===== src/rtl/reset_sequencer.sv =====
// ============================================================================
// Module   : reset_sequencer
// Brief    : Board-reset synchroniser and staggered per-channel reset release
//            with masked soft-reset replay.
// Revision : 1.0
// ============================================================================
`default_nettype none

module reset_sequencer #(
    parameter int CHANNELS    = 4,
    parameter int HOLD_CYC    = 10,
    parameter int STAGGER_CYC = 3,
    parameter int CNT_W       = 8
) (
    input  logic                clk,
    input  logic                rst,
    input  logic                soft_req,
    input  logic [CHANNELS-1:0] ch_mask,
    output logic [CHANNELS-1:0] rst_out,
    output logic                done,
    output logic                busy
);

    localparam int IDX_W = (CHANNELS > 1) ? $clog2(CHANNELS) : 1;
    localparam logic [CNT_W-1:0]    HOLD_LAST = CNT_W'(HOLD_CYC - 1);
    localparam logic [CNT_W-1:0]    STAG_LAST = CNT_W'(STAGGER_CYC - 1);
    localparam logic [IDX_W-1:0]    IDX_LAST  = IDX_W'(CHANNELS - 1);
    localparam logic [CHANNELS-1:0] CH_ONE    = CHANNELS'(1);

    typedef enum logic [1:0] {
        ST_HOLD    = 2'd0,
        ST_STAGGER = 2'd1,
        ST_RUN     = 2'd2
    } state_t;

    state_t              r_state,   w_state_nx;
    logic [CNT_W-1:0]    r_cnt,     w_cnt_nx;
    logic [IDX_W-1:0]    r_idx,     w_idx_nx;
    logic [CHANNELS-1:0] r_mask,    w_mask_nx;
    logic [CHANNELS-1:0] r_rst_out, w_rst_out_nx;
    logic                r_done,    w_done_nx;
    logic                r_sync1;
    logic                r_sync2;
    logic                r_soft_prev;
    logic                w_soft_hit;
    logic [CHANNELS-1:0] w_rel_vec;

    always_ff @(posedge clk or negedge rst) begin
        if (!rst) begin
            r_sync1     <= 1'b0;
            r_sync2     <= 1'b0;
            r_soft_prev <= 1'b0;
            r_state     <= ST_HOLD;
            r_cnt       <= '0;
            r_idx       <= '0;
            r_mask      <= '0;
            r_rst_out   <= '1;
            r_done      <= 1'b0;
        end else begin
            r_sync1     <= 1'b1;
            r_sync2     <= r_sync1;
            r_soft_prev <= soft_req;
            r_state     <= w_state_nx;
            r_cnt       <= w_cnt_nx;
            r_idx       <= w_idx_nx;
            r_mask      <= w_mask_nx;
            r_rst_out   <= w_rst_out_nx;
            r_done      <= w_done_nx;
        end
    end

    // Only a fresh rising edge of soft_req seen while idle restarts the schedule.
    assign w_soft_hit = (r_state == ST_RUN) && soft_req && !r_soft_prev;

    always_comb begin
        w_state_nx   = r_state;
        w_cnt_nx     = r_cnt;
        w_idx_nx     = r_idx;
        w_mask_nx    = r_mask;
        w_rst_out_nx = r_rst_out;
        w_done_nx    = r_done;
        w_rel_vec    = '0;

        case (r_state)
            ST_HOLD: begin
                if (r_sync2) begin
                    if (r_cnt == HOLD_LAST) begin
                        w_rel_vec = CH_ONE;
                        w_cnt_nx  = '0;
                        if (CHANNELS == 1) begin
                            w_state_nx = ST_RUN;
                            w_done_nx  = 1'b1;
                        end else begin
                            w_state_nx = ST_STAGGER;
                            w_idx_nx   = IDX_W'(1);
                        end
                    end else begin
                        w_cnt_nx = r_cnt + 1'b1;
                    end
                end
            end
            ST_STAGGER: begin
                if (r_cnt == STAG_LAST) begin
                    w_rel_vec = CH_ONE << r_idx;
                    w_cnt_nx  = '0;
                    if (r_idx == IDX_LAST) begin
                        w_state_nx = ST_RUN;
                        w_done_nx  = 1'b1;
                    end else begin
                        w_idx_nx = r_idx + 1'b1;
                    end
                end else begin
                    w_cnt_nx = r_cnt + 1'b1;
                end
            end
            ST_RUN: begin
                if (w_soft_hit) begin
                    w_state_nx   = ST_HOLD;
                    w_cnt_nx     = '0;
                    w_idx_nx     = '0;
                    w_done_nx    = 1'b0;
                    w_mask_nx    = ch_mask;
                    w_rst_out_nx = ~ch_mask;
                end
            end
            default: begin
                w_state_nx = ST_HOLD;
                w_cnt_nx   = '0;
                w_idx_nx   = '0;
            end
        endcase

        // Masked channels are held released for the whole replay.
        if (r_state != ST_RUN) begin
            w_rst_out_nx = r_rst_out & ~w_rel_vec & ~r_mask;
        end
    end

    assign rst_out = r_rst_out;
    assign done    = r_done;
    assign busy    = ~r_done;

endmodule

`default_nettype wire


===== config.mk =====
export PLATFORM = sky130hd
export DESIGN_NAME = reset_sequencer
export DESIGN_NICKNAME = d
export VERILOG_FILES = /design/src/rtl/reset_sequencer.sv
export SDC_FILE = /design/constraint.sdc
export NUM_CORES = 1
export LEC_CHECK = 0
export BUFFER_PORTS_ARGS = -buffer_cell sky130_fd_sc_hd__buf_4
export CAP_MARGIN = 10
export CORE_MARGIN = 2
export CORE_UTILIZATION = 25
export DETAILED_ROUTE_END_ITERATION = 8
export GPL_TIMING_DRIVEN = 1
export SLEW_MARGIN = 30
export SYNTH_ARGS = -nofsm -noshare
export SYNTH_HDL_FRONTEND = slang
export SYNTH_SLANG_ARGS = --single-unit

===== constraint.sdc =====
create_clock -name clk -period 2.1 [get_ports clk]
set_input_delay 0.21 -clock clk [delete_from_list [all_inputs] [get_ports clk]]
set_output_delay 0.21 -clock clk [all_outputs]
set_load 0.1 [all_outputs]

==> results.json <==
{
  "ys_types": 38,
  "grt_max_degree": 25,
  "clk_latency_ps": 270,
  "yosysWarnings": 0,
  "place_inst": 214,
  "top_layer": "met4",
  "setup_viol": 0,
  "syn_nets": 149,
  "max_stage_delay_ps": 560,
  "cts.path.max_buffers": 2,
  "syn_avg_cell_area_um2": 9.84,
  "place_congestion": 0.760,
  "seqPwrFrac_pct": 47.4,
  "cts.clk_slew.worst_paths_ps": 90,
  "vias": 1042,
  "rsz0062_at_grt": "no",
  "avgRoutedWirePerCell_um": 11.8,
  "cellLeakagePower_nw": 0.654,
  "maxSlewViolCount": 0,
  "drtIter0Drc": 57,
  "p_sw_uw": 438,
  "numCtsBuffers": 3,
  "synth_common_cells": "dfrtp_1, nand2_1, nand3b_1",
  "worstPathCellList": "or4_1 > a211o_1 > or4_1 > and4_1",
  "drc": 0,
  "yosysSeqAreaShare_pct": 45.6,
  "coreArea_mm2": 0.00511,
  "status": "finished clean",
  "antenna_left": 0,
  "cp_common_cell": "or4_1",
  "layout.nets": 164,
  "clock-skew-final_ps": 2.49,
  "grt_first_pass_wirelength_um": 4660,
  "combPwrFrac_pct": 23.2,
  "dr_wl_met3_um": 46,
  "wl_met2_um": 1200,
  "grt_pass1_vias": 983,
  "worstSetupStartpointType": "flop",
  "clockPowerShare_pct": 29.4,
  "synthMuxAreaShare_pct": 4.14,
  "antennaDiodeCount": 0,
  "drive_above_1_share_pct": 22.1,
  "root_buffer": "clkbuf_8",
  "dieHeight_um": 76.9,
  "yosys.area.top_type": "dfrtp_1",
  "period_share_pct": 93.4,
  "dieArea_mm2": 0.00591,
  "final.setup.tns_ps": 0,
  "hold_class": "input pin to flop",
  "grt.total_usage_pct": 9.64,
  "overflow": 0,
  "portBuffers": 12,
  "netlist_instances": 135,
  "required_ps": 2270,
  "cp_slowest_cell": "or4_1",
  "synth-xor-area-share_pct": 0,
  "wl_met1_um": 1290,
  "row_count": 26,
  "h-tree-depth": 1,
  "cts_setup_buffers": 0,
  "synth_simple_gate_area_share_pct": 22.6,
  "antenna_found_initial": 0,
  "finalHoldViolations": 0,
  "dr.pass1.iters": 4,
  "async_reset_ff_share_pct": 100,
  "drt-total-wl_um": 2580,
  "synth_enable_flop_cells": 0,
  "cp.arrival_ps": 2130,
  "start_util_pct": 26.0,
  "period_minus_slack_ps": 1960,
  "die_x_um": 76.9,
  "synth_compound_gate_area_share_pct": 15.9,
  "fin_cells": 219,
  "cts_tree": "built",
  "powerDensity_mw_per_mm2": 875,
  "critPathCaptureType": "flop",
  "cp_max_fo": 6,
  "yosysTopAreaCellShare_pct": 37.7,
  "synth-seq-cells": 24,
  "fmax_mhz": 510,
  "viasPerCell": 4.76,
  "clkSinkCount": 24,
  "synth.cell_area_mm2": 0.00133,
  "synthMostInstantiatedCell": "dfrtp_1",
  "synth-adder-area-share_pct": 6.59,
  "maxCapViolCount": 0,
  "switching_share_pct": 31.4,
  "synth_top_family_by_area": "simple AND/OR/NAND/NOR gates",
  "synth_top_flop_cell": "dfrtp_1",
  "path_class": "flop to flop",
  "syn_to_final_growth_pct": 20.1,
  "ir_worst_vdd_mv": 0.284,
  "synthTopCellsByArea": "dfrtp_1, dfstp_2, ha_1",
  "place_hpwl_um": 1870,
  "p_int_uw": 958,
  "ios": 13
}
placed cells by master, fill, tap and decap left out:
| cell | synthesis | layout |
|---|---|---|
| a2111oi_0 | 1 | 1 |
| a211o_1 | 2 | 2 |
| a211oi_1 | 2 | 2 |
| a21o_1 | 1 | 1 |
| a21oi_1 | 7 | 7 |
| a311oi_1 | 1 | 1 |
| and3_1 | 1 | 1 |
| and3b_1 | 1 | 1 |
| and4_1 | 1 | 1 |
| and4_2 | 1 | 1 |
| buf_4 | 0 | 18 |
| bufinv_16 | 0 | 1 |
| clkbuf_8 | 0 | 3 |
| conb_1 | 1 | 1 |
| dfrtp_1 | 20 | 20 |
| dfstp_2 | 4 | 4 |
| dlygate4sd3_1 | 0 | 1 |
| ha_1 | 7 | 7 |
| inv_1 | 6 | 6 |
| mux2_2 | 4 | 4 |
| mux2i_1 | 1 | 1 |
| nand2_1 | 11 | 11 |
| nand2b_1 | 5 | 5 |
| nand3_1 | 5 | 5 |
| nand3b_1 | 9 | 9 |
| nand4b_1 | 1 | 1 |
| nor2_1 | 6 | 6 |
| nor2b_1 | 2 | 2 |
| nor3_1 | 2 | 2 |
| nor3b_1 | 1 | 1 |
| nor4_1 | 2 | 2 |
| o21ai_0 | 7 | 7 |
| o21bai_1 | 3 | 3 |
| o2bb2ai_1 | 1 | 1 |
| o311ai_0 | 5 | 5 |
| o41ai_1 | 1 | 1 |
| or2_2 | 1 | 1 |
| or3_4 | 0 | 1 |
| or4_1 | 2 | 2 |
final cells by class:
class	count	area [µm²]
tap	70	87.6
timing repair buffer	19	145
sequential	24	606
fill	547	3510
clock inverter	1	30.0
inverter	6	22.5
multi-input combinational	96	663
clock buffer	3	41.3
cells by family after synthesis:
family          Yosys count
fa+ha+maj                 7
simple gates             52
flops                    24
mux                       5
other cells               1
buf+inv                  15
compound gates           31
path summary, 6_finish.rpt:
path,from,slack (ps),cells after the start,end
setup / recovery,r_cnt[5],140,4,r_idx[0]
setup reg to reg,r_cnt[5],140,4,r_idx[0]
hold / removal,soft_req,60,1,r_soft_prev
hold reg to reg,r_sync1,350,0,r_sync2
max in group asynchronous,rst,1430,2,rst_out[3]
min in group asynchronous,rst,370,2,r_cnt[6]
worst max-delay path: cells and delay by family, from the launching register on:
family / cells / cell delay (ps)
compound gates: 1 / 290
flops: 1 / 430
simple gates: 3 / 1140
stage by stage:
step           hold slack, ps  utilization, %  cell area (µm²)  power (mW)  setup slack, ps
2_1_floorplan           -85.6               -             1330       0.917              122
3_3_place_gp              138            29.5             1510       0.983              165
3_5_place_dp              134            29.5             1510       0.993              106
4_1_cts                  55.7            31.1             1590        1.41              100
5_1_grt                  58.0            31.2             1600        1.50             68.8
6_report                 59.6            31.2             1600        1.40              139
what timing repair did:
| action | in CTS | in global routing |
|---|---|---|
| hold endpoints to repair | 20 | 0 |
| hold buffers | 1 | 0 |
| setup endpoints to repair | 0 | 2 |
| resized for setup | 0 | 1 |
sequential cells by signal (all words and copies together) (netlist names):
name,count
r_soft_prev,1
done,1
r_sync2,1
r_sync1,1
r_state,2
r_idx,2
rst_out,4
r_cnt,8
r_mask,4
layer usage:
layer | track usage, % | vias up
met2 | 14.9 | 10
met5 | 0 | -
met4 | 4.36 | 0
met1 | 13.4 | 514
met3 | 1.18 | 4
li1 | - | 514
power by group through the flow:
stage	registers, mW	logic, mW	clock network [mW]
after floorplan	0.636	0.280	0
after global placement	0.665	0.319	0
after detailed placement	0.669	0.323	0
after CTS	0.661	0.326	0.421
after global routing	0.683	0.375	0.437
final	0.661	0.325	0.410
No activity file was read; power rests on OpenSTA's default activity.
